### src/rtl/wb_pkg.sv
`default_nettype none
// ============================================================================
// Module   : wb_pkg
// Brief    : Shared Wishbone burst constants and master FSM state encoding.
// Revision : 1.0 - initial release
// ============================================================================
package wb_pkg;

    localparam logic [2:0] CTI_CLASSIC = 3'b000;
    localparam logic [2:0] CTI_INCR    = 3'b010;
    localparam logic [2:0] CTI_EOB     = 3'b111;
    localparam logic [1:0] BTE_LINEAR  = 2'b00;

    typedef enum logic [1:0] {
        ST_IDLE = 2'd0,
        ST_LOAD = 2'd1,
        ST_BUS  = 2'd2,
        ST_RESP = 2'd3
    } state_t;

endpackage
`default_nettype wire

### src/rtl/wb_burst_buf.sv
`default_nettype none
// ============================================================================
// Module   : wb_burst_buf
// Brief    : DEPTH x 32 write-data buffer, one synchronous write port and one
//            asynchronous read port. Contents are not reset.
// Revision : 1.0 - initial release
// ============================================================================
module wb_burst_buf #(
    parameter int DEPTH = 16,
    parameter int AW    = $clog2(DEPTH)
) (
    input  logic          clk,
    input  logic          wr_en,
    input  logic [AW-1:0] wr_addr,
    input  logic [31:0]   wr_data,
    input  logic [AW-1:0] rd_addr,
    output logic [31:0]   rd_data
);

    logic [31:0] r_mem [DEPTH];

    always_ff @(posedge clk) begin
        if (wr_en) begin
            r_mem[wr_addr] <= wr_data;
        end
    end

    assign rd_data = r_mem[rd_addr];

endmodule
`default_nettype wire

### src/rtl/wb_burst_master.sv
`default_nettype none
// ============================================================================
// Module   : wb_burst_master
// Brief    : Wishbone pipelined burst master: buffers a write burst, then runs
//            incrementing bursts. WB_BURST_MASTER_TIMEOUT_EN adds ack timeout.
// Revision : 1.0 - initial release
// ============================================================================
module wb_burst_master
    import wb_pkg::*;
#(
    parameter int BURST_MAX      = 16,
    parameter int TIMEOUT_CYCLES = 255
) (
    input  logic                         clk_i,
    input  logic                         rst_ni,
    input  logic                         cmd_valid_i,
    output logic                         cmd_ready_o,
    input  logic                         cmd_we_i,
    input  logic [31:0]                  cmd_adr_i,
    input  logic [$clog2(BURST_MAX)-1:0] cmd_len_i,
    input  logic                         wdat_valid_i,
    output logic                         wdat_ready_o,
    input  logic [31:0]                  wdat_i,
    output logic                         rdat_valid_o,
    output logic [31:0]                  rdat_o,
    output logic                         done_o,
    output logic                         err_o,
    output logic [31:0]                  wb_dat_o,
    input  logic [31:0]                  wb_dat_i,
    output logic [31:0]                  wb_adr_o,
    output logic                         wb_we_o,
    output logic [3:0]                   wb_sel_o,
    output logic                         wb_cyc_o,
    output logic                         wb_stb_o,
    output logic [2:0]                   wb_cti_o,
    output logic [1:0]                   wb_bte_o,
    input  logic                         wb_ack_i,
    input  logic                         wb_stall_i
);

    localparam int LW = $clog2(BURST_MAX);

    state_t          r_state, w_next;
    logic [LW-1:0]   r_beat, r_len, w_rd_addr;
    logic            r_we, r_cyc, r_cmd_ready;
    logic [31:0]     w_buf_rdata;
    logic            w_cmd_fire, w_wdat_fire, w_beat_done, w_last, w_tmo_hit;
    logic            w_unused;

    assign w_unused    = ^cmd_adr_i[1:0];
    assign w_cmd_fire  = cmd_valid_i & r_cmd_ready;
    assign w_wdat_fire = wdat_valid_i & (r_state == ST_LOAD);
    assign w_beat_done = r_cyc & wb_ack_i & ~wb_stall_i;
    assign w_last      = (r_beat == r_len);

`ifdef WB_BURST_MASTER_TIMEOUT_EN
    localparam int TW = $clog2(TIMEOUT_CYCLES + 1);
    logic [TW-1:0] r_tmo;
    logic          r_err;

    // Hit on the last permitted ack-less cycle so cyc drops as the count lands.
    assign w_tmo_hit = r_cyc & ~w_beat_done & (r_tmo == TW'(TIMEOUT_CYCLES - 1));

    always_ff @(posedge clk_i or negedge rst_ni) begin
        if (!rst_ni) begin
            r_tmo <= '0;
            r_err <= 1'b0;
        end else begin
            if (!r_cyc || w_beat_done) begin
                r_tmo <= '0;
            end else begin
                r_tmo <= r_tmo + TW'(1);
            end
            if (w_cmd_fire) begin
                r_err <= 1'b0;
            end else if (w_tmo_hit) begin
                r_err <= 1'b1;
            end
        end
    end

    assign err_o = done_o & r_err;
`else
    assign w_tmo_hit = 1'b0;
    assign err_o     = 1'b0;
`endif

    always_ff @(posedge clk_i or negedge rst_ni) begin
        if (!rst_ni) begin
            r_state <= ST_IDLE;
        end else begin
            r_state <= w_next;
        end
    end

    always_comb begin
        w_next = r_state;
        case (r_state)
            ST_IDLE: if (w_cmd_fire) w_next = cmd_we_i ? ST_LOAD : ST_BUS;
            ST_LOAD: if (w_wdat_fire && w_last) w_next = ST_BUS;
            ST_BUS:  if ((w_beat_done && w_last) || w_tmo_hit) w_next = ST_RESP;
            ST_RESP: w_next = ST_IDLE;
            default: w_next = ST_IDLE;
        endcase
    end

    // Prefetch the word for the beat after the current one.
    assign w_rd_addr = (r_state == ST_BUS) ? r_beat + LW'(1) : '0;

    always_ff @(posedge clk_i or negedge rst_ni) begin
        if (!rst_ni) begin
            r_cmd_ready  <= 1'b0;
            r_cyc        <= 1'b0;
            r_we         <= 1'b0;
            r_len        <= '0;
            r_beat       <= '0;
            wb_we_o      <= 1'b0;
            wb_adr_o     <= '0;
            wb_dat_o     <= '0;
            wb_cti_o     <= CTI_CLASSIC;
            rdat_valid_o <= 1'b0;
            rdat_o       <= '0;
        end else begin
            r_cmd_ready  <= (w_next == ST_IDLE);
            r_cyc        <= (w_next == ST_BUS);
            wb_we_o      <= (w_next == ST_BUS) && (r_state != ST_IDLE) && r_we;
            rdat_valid_o <= w_beat_done & ~r_we;
            if (w_beat_done && !r_we) begin
                rdat_o <= wb_dat_i;
            end
            if (w_cmd_fire) begin
                r_we     <= cmd_we_i;
                r_len    <= cmd_len_i;
                r_beat   <= '0;
                wb_adr_o <= {cmd_adr_i[31:2], 2'b00};
                wb_cti_o <= (cmd_len_i == '0) ? CTI_CLASSIC : CTI_INCR;
            end
            if (w_wdat_fire) begin
                r_beat <= w_last ? '0 : r_beat + LW'(1);
                // Single-word burst: word 0 is being written this very edge.
                if (w_last) begin
                    wb_dat_o <= (r_beat == '0) ? wdat_i : w_buf_rdata;
                end
            end
            if (w_beat_done && !w_last) begin
                r_beat   <= r_beat + LW'(1);
                wb_adr_o <= wb_adr_o + 32'd4;
                wb_dat_o <= w_buf_rdata;
                wb_cti_o <= ((r_beat + LW'(1)) == r_len) ? CTI_EOB : CTI_INCR;
            end
        end
    end

    wb_burst_buf #(
        .DEPTH (BURST_MAX)
    ) u_buf (
        .clk     (clk_i),
        .wr_en   (w_wdat_fire),
        .wr_addr (r_beat),
        .wr_data (wdat_i),
        .rd_addr (w_rd_addr),
        .rd_data (w_buf_rdata)
    );

    assign cmd_ready_o  = r_cmd_ready;
    assign wdat_ready_o = (r_state == ST_LOAD);
    assign done_o       = (r_state == ST_RESP);
    assign wb_cyc_o     = r_cyc;
    assign wb_stb_o     = r_cyc;
    assign wb_sel_o     = 4'b1111;
    assign wb_bte_o     = BTE_LINEAR;

endmodule
`default_nettype wire

### config.mk
export PLATFORM = sky130hd
export DESIGN_NAME = wb_burst_master
export DESIGN_NICKNAME = d
export VERILOG_FILES = /design/src/rtl/wb_pkg.sv /design/src/rtl/wb_burst_buf.sv /design/src/rtl/wb_burst_master.sv
export SDC_FILE = /design/constraint.sdc
export NUM_CORES = 1
export LEC_CHECK = 0
export CORE_MARGIN = 4
export CORE_UTILIZATION = 35
export CTS_CLUSTER_DIAMETER = 40
export CTS_CLUSTER_SIZE = 16
export DETAILED_ROUTE_END_ITERATION = 8
export GPL_TIMING_DRIVEN = 0
export PLACE_DENSITY = 0.64
export SLEW_MARGIN = 10
export SYNTH_ARGS = -nofsm -noshare
export SYNTH_HDL_FRONTEND = slang
export SYNTH_SLANG_ARGS = --single-unit
### constraint.sdc
create_clock -name clk_i -period 10.1 [get_ports clk_i]
set_input_delay 2.02 -clock clk_i [delete_from_list [all_inputs] [get_ports clk_i]]
set_output_delay 2.02 -clock clk_i [all_outputs]
set_load 0.01 [all_outputs]
## After elaboration in Yosys (flattened, before gate mapping)

Memory sizes are Yosys's and may differ from the RTL's.
Index checks and enable logic that the tools add are counted.

| cells by class | value |
|---|---|
| $add $sub $neg | 2 |
| eq/ne operators | 6 |
| mux-type cells | 22 |
| bitwise operators | 7 |
| reductions and logical operators | 18 |

Operators by type and width:

| cell | count |
|---|---|
| two-way mux 32 bit | 6 |
| adder 32 x 3 -> 32 bit (second input constant) | 1 |
| two-way mux 4 bit | 5 |
| two-way mux 2 bit | 5 |
| two-way mux 3 bit | 3 |
| == test 4 bit | 2 |
| zero test 4 bit | 2 |
| case mux 2 bit (4 select lines) | 1 |
| nonzero test 2 bit | 4 |
| == test 2 bit (second input constant) | 3 |
| logical AND 1 bit | 6 |
| AND 1 bit | 5 |
| adder 4 x 1 -> 4 bit (second input constant) | 1 |
| zero test 2 bit | 2 |
| nonzero test 3 bit | 1 |
| == test 2 x 1 -> 1 bit (second input constant) | 1 |
| zero test 1 bit | 2 |
| two-way mux 1 bit | 2 |
| NOT 1 bit | 2 |
| AND reduction 2 bit | 1 |

| storage, ports and cells | value |
|---|---|
| flip-flop bits (word level) | 114 |
| bits in writable memories | 512 |
| input bits | 107 |
| logic and storage cells | 68 |
| memories kept | 1 |

Memory list:

| memory | words | bits a word | rd ports | clocked after Yosys merged registers in | write ports | RTL line | RTL |
|---|---|---|---|---|---|---|---|
| u_buf.r_mem | 16 | 32 | 1 | 0 | 1 | wb_burst_buf.sv:20 | `logic [31:0] r_mem [DEPTH];` |

## Logic depth before layout (Yosys ltp)

| depth | value |
|---|---|
| word-level depth | 8 |
| mapped depth | 11 |
| mapped depth without buffers | 7 |

## Cells and area by module

Synthesis repeated with hierarchy kept, for this count alone.

| unflattened totals | value |
|---|---|
| cells, all modules | 1351 |
| area total of the unflattened synthesis | 24553.5 µm² |

Modules (own cells, without submodules):

| module | instances | cells each | area an instance (µm²) | seq. area each (µm²) |
|---|---|---|---|---|
| wb_burst_buf | 1 | 806 | 19213.4 | 15374.7 |
| wb_burst_master | 1 | 545 | 5340.1 | 2777.7 |

## Least setup slack after synthesis

OpenSTA, ideal clock, no wires.

| timing path | value |
|---|---|
| kind | input to register |
| from | input wdat_valid_i |
| to | register wb_dat_o[0] |
| setup time | 0.123 ns |
| arrival | 3.880 ns |
| slack | 6.097 ns |
| stages on the path | 7 |
| path through | and2_1 -> buf_2 -> and3_1 -> nand2_1 -> buf_1 -> o22ai_1 -> nor3_2 |

| on the way | value |
|---|---|
| cells in the longest elaborated chain, start to end | 3 |

Ends and longest elaborated chain:

| item | RTL line | RTL |
|---|---|---|
| from (decl) | wb_burst_master.sv:21 | `input logic wdat_valid_i,` |
| AND 1 bit | wb_burst_master.sv:52 | `assign w_wdat_fire = wdat_valid_i & (r_state == ST_LOAD);` |
| nonzero test 2 bit (no line) | - |  |
| AND reduction 2 bit (no line) | - |  |
| to (signal assigned) | wb_burst_master.sv:142 | `wb_dat_o <= (r_beat == '0) ? wdat_i : w_buf_rdata;` |
| to (signal assigned) | wb_burst_master.sv:148 | `wb_dat_o <= w_buf_rdata;` |
| to (decl) | wb_burst_master.sv:28 | `output logic [31:0] wb_dat_o,` |

No other way between the ends.
A chain may end at the register's enable or synchronous reset.

## Worst setup path after layout

| timing path | value |
|---|---|
| from | register r_beat[0] |
| to | register wb_dat_o[2] |

| on the way | value |
|---|---|
| cells in the longest elaborated chain, start to end | 7 |

Ends and longest elaborated chain:

| item | RTL line | RTL |
|---|---|---|
| from (decl) | wb_burst_master.sv:44 | `logic [LW-1:0] r_beat, r_len, w_rd_addr;` |
| from (signal assigned) | wb_burst_master.sv:139 | `r_beat <= w_last ? '0 : r_beat + LW'(1);` |
| from (signal assigned) | wb_burst_master.sv:146 | `r_beat <= r_beat + LW'(1);` |
| adder 4 x 1 -> 4 bit | wb_burst_master.sv:108 | `assign w_rd_addr = (r_state == ST_BUS) ? r_beat + LW'(1) : '0;` |
| two-way mux 4 bit | wb_burst_master.sv:108 |  |
| memory (16 x 32 bit) | - |  |
| two-way mux 32 bit | wb_burst_master.sv:142 |  |
| two-way mux 32 bit | wb_burst_master.sv:141 | `if (w_last) begin` |
| two-way mux 32 bit | wb_burst_master.sv:138 | `if (w_wdat_fire) begin` |
| two-way mux 32 bit | wb_burst_master.sv:145 | `if (w_beat_done && !w_last) begin` |

Parallel ways exist; a longest one is shown, timed or not. The select of a mux whose other input is x is not followed.

==> results.md <==
- Fin crit share: 44.3%
- # placed instances: 2,978
- Die area: 76,400 sq um
- Outcome: finished clean
- Top FF cell, synth: edfxtp_1
- Htree depth: 3
- Synth area leader: edfxtp_1
- Antenna viol nets, final: 0
- Remaining DRCs: 0
- Share of cells above drive strength 1: 15.0%
- Overflow after GRT: 0
- Final wirelength: 75,600 um
- HPWL after DPL: 51,000 um
- Worst Path Max Fanout: 17
- Io pins: 220
- DR WL/cell: 24.2 um
- Top-area cell type share of the netlist area: 60.9%
- Worst setup SP type: flop
- Vias post-DR: 17,300
- Row count: 98
- Core area: 71,500 sq um
- Flops & latches, synth: 623
- Top post-synthesis cells by area: edfxtp_1 (61%), dfrtp_1 (11%), nand2_1 (4.5%)
- Post-layout min period: 4.47 ns
- Total CTS buffers: 79
- Initial Util: 35.3%
- Worst Hold Class: reg -> reg
- Placer Congestion: 0.852
- Die height: 276 um
- CTS tree: built
- Slew headroom: 34.3%
- Hold Vio Cnt, Final: 0
- Unrepaired setup endpoints after global routing: no
- Worst slew pin tran: 0.985 ns
- CTS Hold Bufs: 0
- Setup Skew: 0.0238 ns
- Vias/cell: 5.53
- R2R setup slack: 5.63 ns
- R2R cell count: 11
- Clk root buf: clkbuf_16
- Gr usage total: 19.2%
- CTS max path bufs: 3
- CP Capture Type: flop
- Worst path required time: 10.58 ns
- Cell count after synthesis: 1,796
- Die W: 276 um
- Max VDD drop: 147 uV
- Vias in the first global route: 17,400
- Hold path depth: 1
- Final-stage net count: 2,221
- DR pass1 iterations: 5
- Final Util: 44.5%
- Total negative setup slack: 0 ns
- Syn avg cell area: 14.0 sq um
- Final cell count without fillers: 3,126
- Initial antenna violation count: 1
- Arr. time, crit path: 4.96 ns
- # clock sinks: 623
- Number of port buffers: 208
- # setup viols final: 0
- PD cells: 258 nW/um^2
- FFs w/ async S/R, synth: 17.8%
- Crit Path Class: reg -> reg
- Max-slew violations: 0
- Post-synthesis sequential area ratio: 72.0%
- # diodes: 0
- Number of synthesis warnings: 0
- Clk_lat worst skew: 0.63 ns
- Clock-pin slew on the worst setup and hold paths: 0.06 ns
- 1st-iter DRT viols: 1,986
- Peak Freq: 224 MHz
- LEAKAGE: 11.0 nW
- Gates resized, CTS repair: 0
- Distinct cells, synth: 70
- Largest net degree at the start of global routing: 80
- Synthesis-to-layout area growth: 26.0%
- EDFF count, synth: 512
- Max-cap violations: 0
- Syn Std Cell Area: 25,200 sq um
- Global-route wire length before repair: 112,000 um
- Postcts setup bufs: 0
cell families after synthesis:
kind of cell    count (synthesis)  synth area share, %
mux                            57                 2.85
other cells                     2               0.0298
fa+ha+maj                       5                0.248
compound gates                348                 10.2
simple gates                  615                 11.8
flops                         623                 72.0
buf+inv                       136                 2.54
xor+xnor                       10                0.436
stage by stage:
step | hold WS [ns] | worst slack (ns) | area, sq um | power [mW]
6_report | 0.504 | 5.63 | 31800 | 8.19
2_1_floorplan | 0.460 | 6.10 | 25300 | 4.26
4_1_cts | 0.508 | 5.71 | 31800 | 8.23
3_3_place_gp | 0.488 | 2.07 | 28500 | 5.20
3_5_place_dp | 0.496 | 5.07 | 28900 | 5.26
5_1_grt | 0.521 | 5.48 | 31800 | 8.52
registers in the layout, summed over array words and instances (netlist names):
signal / count
u_buf.r_mem: 512
rdat_o: 32
wb_dat_o: 32
wb_adr_o: 30
r_beat: 4
r_len: 4
r_state: 2
wb_cti_o: 2
cmd_ready_o: 1
r_we: 1
rdat_valid_o: 1
wb_cyc_o: 1
wb_we_o: 1
synthesized netlist by cell type (all sizes together) (4+ instances only):
library cell,instances
a311oi,32
o22ai,34
nor4,5
o211a,22
a211oi,28
a221oi,5
xnor2,5
or3,47
nand2,307
nand4,16
a31oi,38
and4,5
clkbuf,63
nor3,32
mux4,8
ha,5
nand3,90
o21ai,35
buf,69
dfrtp,111
and3,21
edfxtp,512
a21oi,50
inv,4
xor2,5
and2,22
mux2,35
nor2,56
o211ai,43
o221ai,48
mux2i,14
layer usage:
metal | GRT usage (%) | share of wire, %
met5 | 0 | 0.017
met4 | 7.25 | 3.2
met3 | 4.69 | 9.4
met2 | 31.5 | 48
met1 | 24.6 | 40
placed cells by master (no fill, tap or decap), types with 43 or more instances in the layout:
cell type and instances:
nor2_1 54, edfxtp_1 512, o221ai_1 48, clkbuf_1 67, o211ai_1 43, nand3_1 89, nand2_1 305, or3_1 47
a21oi_1 48, clkbuf_16 82, dfrtp_1 111, clkdlybuf4s50_1 207
report_power, final:
group / total (mW) / internal [mW] / leakage (nW) / switching (mW)
logic: 1.99 / 0.833 / 3.77 / 1.16
clock network: 2.97 / 1.78 / 1.38 / 1.19
registers: 3.23 / 3.02 / 5.89 / 0.203
worst max-delay path, cell delays in order (launching register included):
cell      delay, ns
dfrtp_1        0.42
buf_2          0.27
inv_1          0.20
clkbuf_1       0.54
clkbuf_1       0.57
ha_1           0.33
and3_2         0.61
buf_12         0.28
nand2_1        0.29
clkbuf_1       0.47
o22ai_1        0.28
nor3_2         0.06
cell type report:
| type | count | area [sq um] |
|---|---|---|
| fillers | 6227 | 39700 |
| inverters | 4 | 15.0 |
| plain buffers | 132 | 627 |
| repair buffers | 225 | 2470 |
| clock buffers | 88 | 2090 |
| well taps | 950 | 1190 |
| flip-flops and latches | 623 | 18200 |
| clock inverters | 60 | 751 |
| multi-input cells | 1044 | 6480 |
path summary, 6_finish.rpt:
path	start	end
setup / recovery	r_beat[0]	wb_dat_o[2]
hold / removal	rdat_o[2]	rdat_o[2]
setup reg to reg	r_beat[0]	wb_dat_o[2]
hold reg to reg	rdat_o[2]	rdat_o[2]
max in group asynchronous	rst_ni	wb_adr_o[4]
min in group asynchronous	rst_ni	rdat_o[15]
Note: power is estimated with default switching activity, not from simulation.
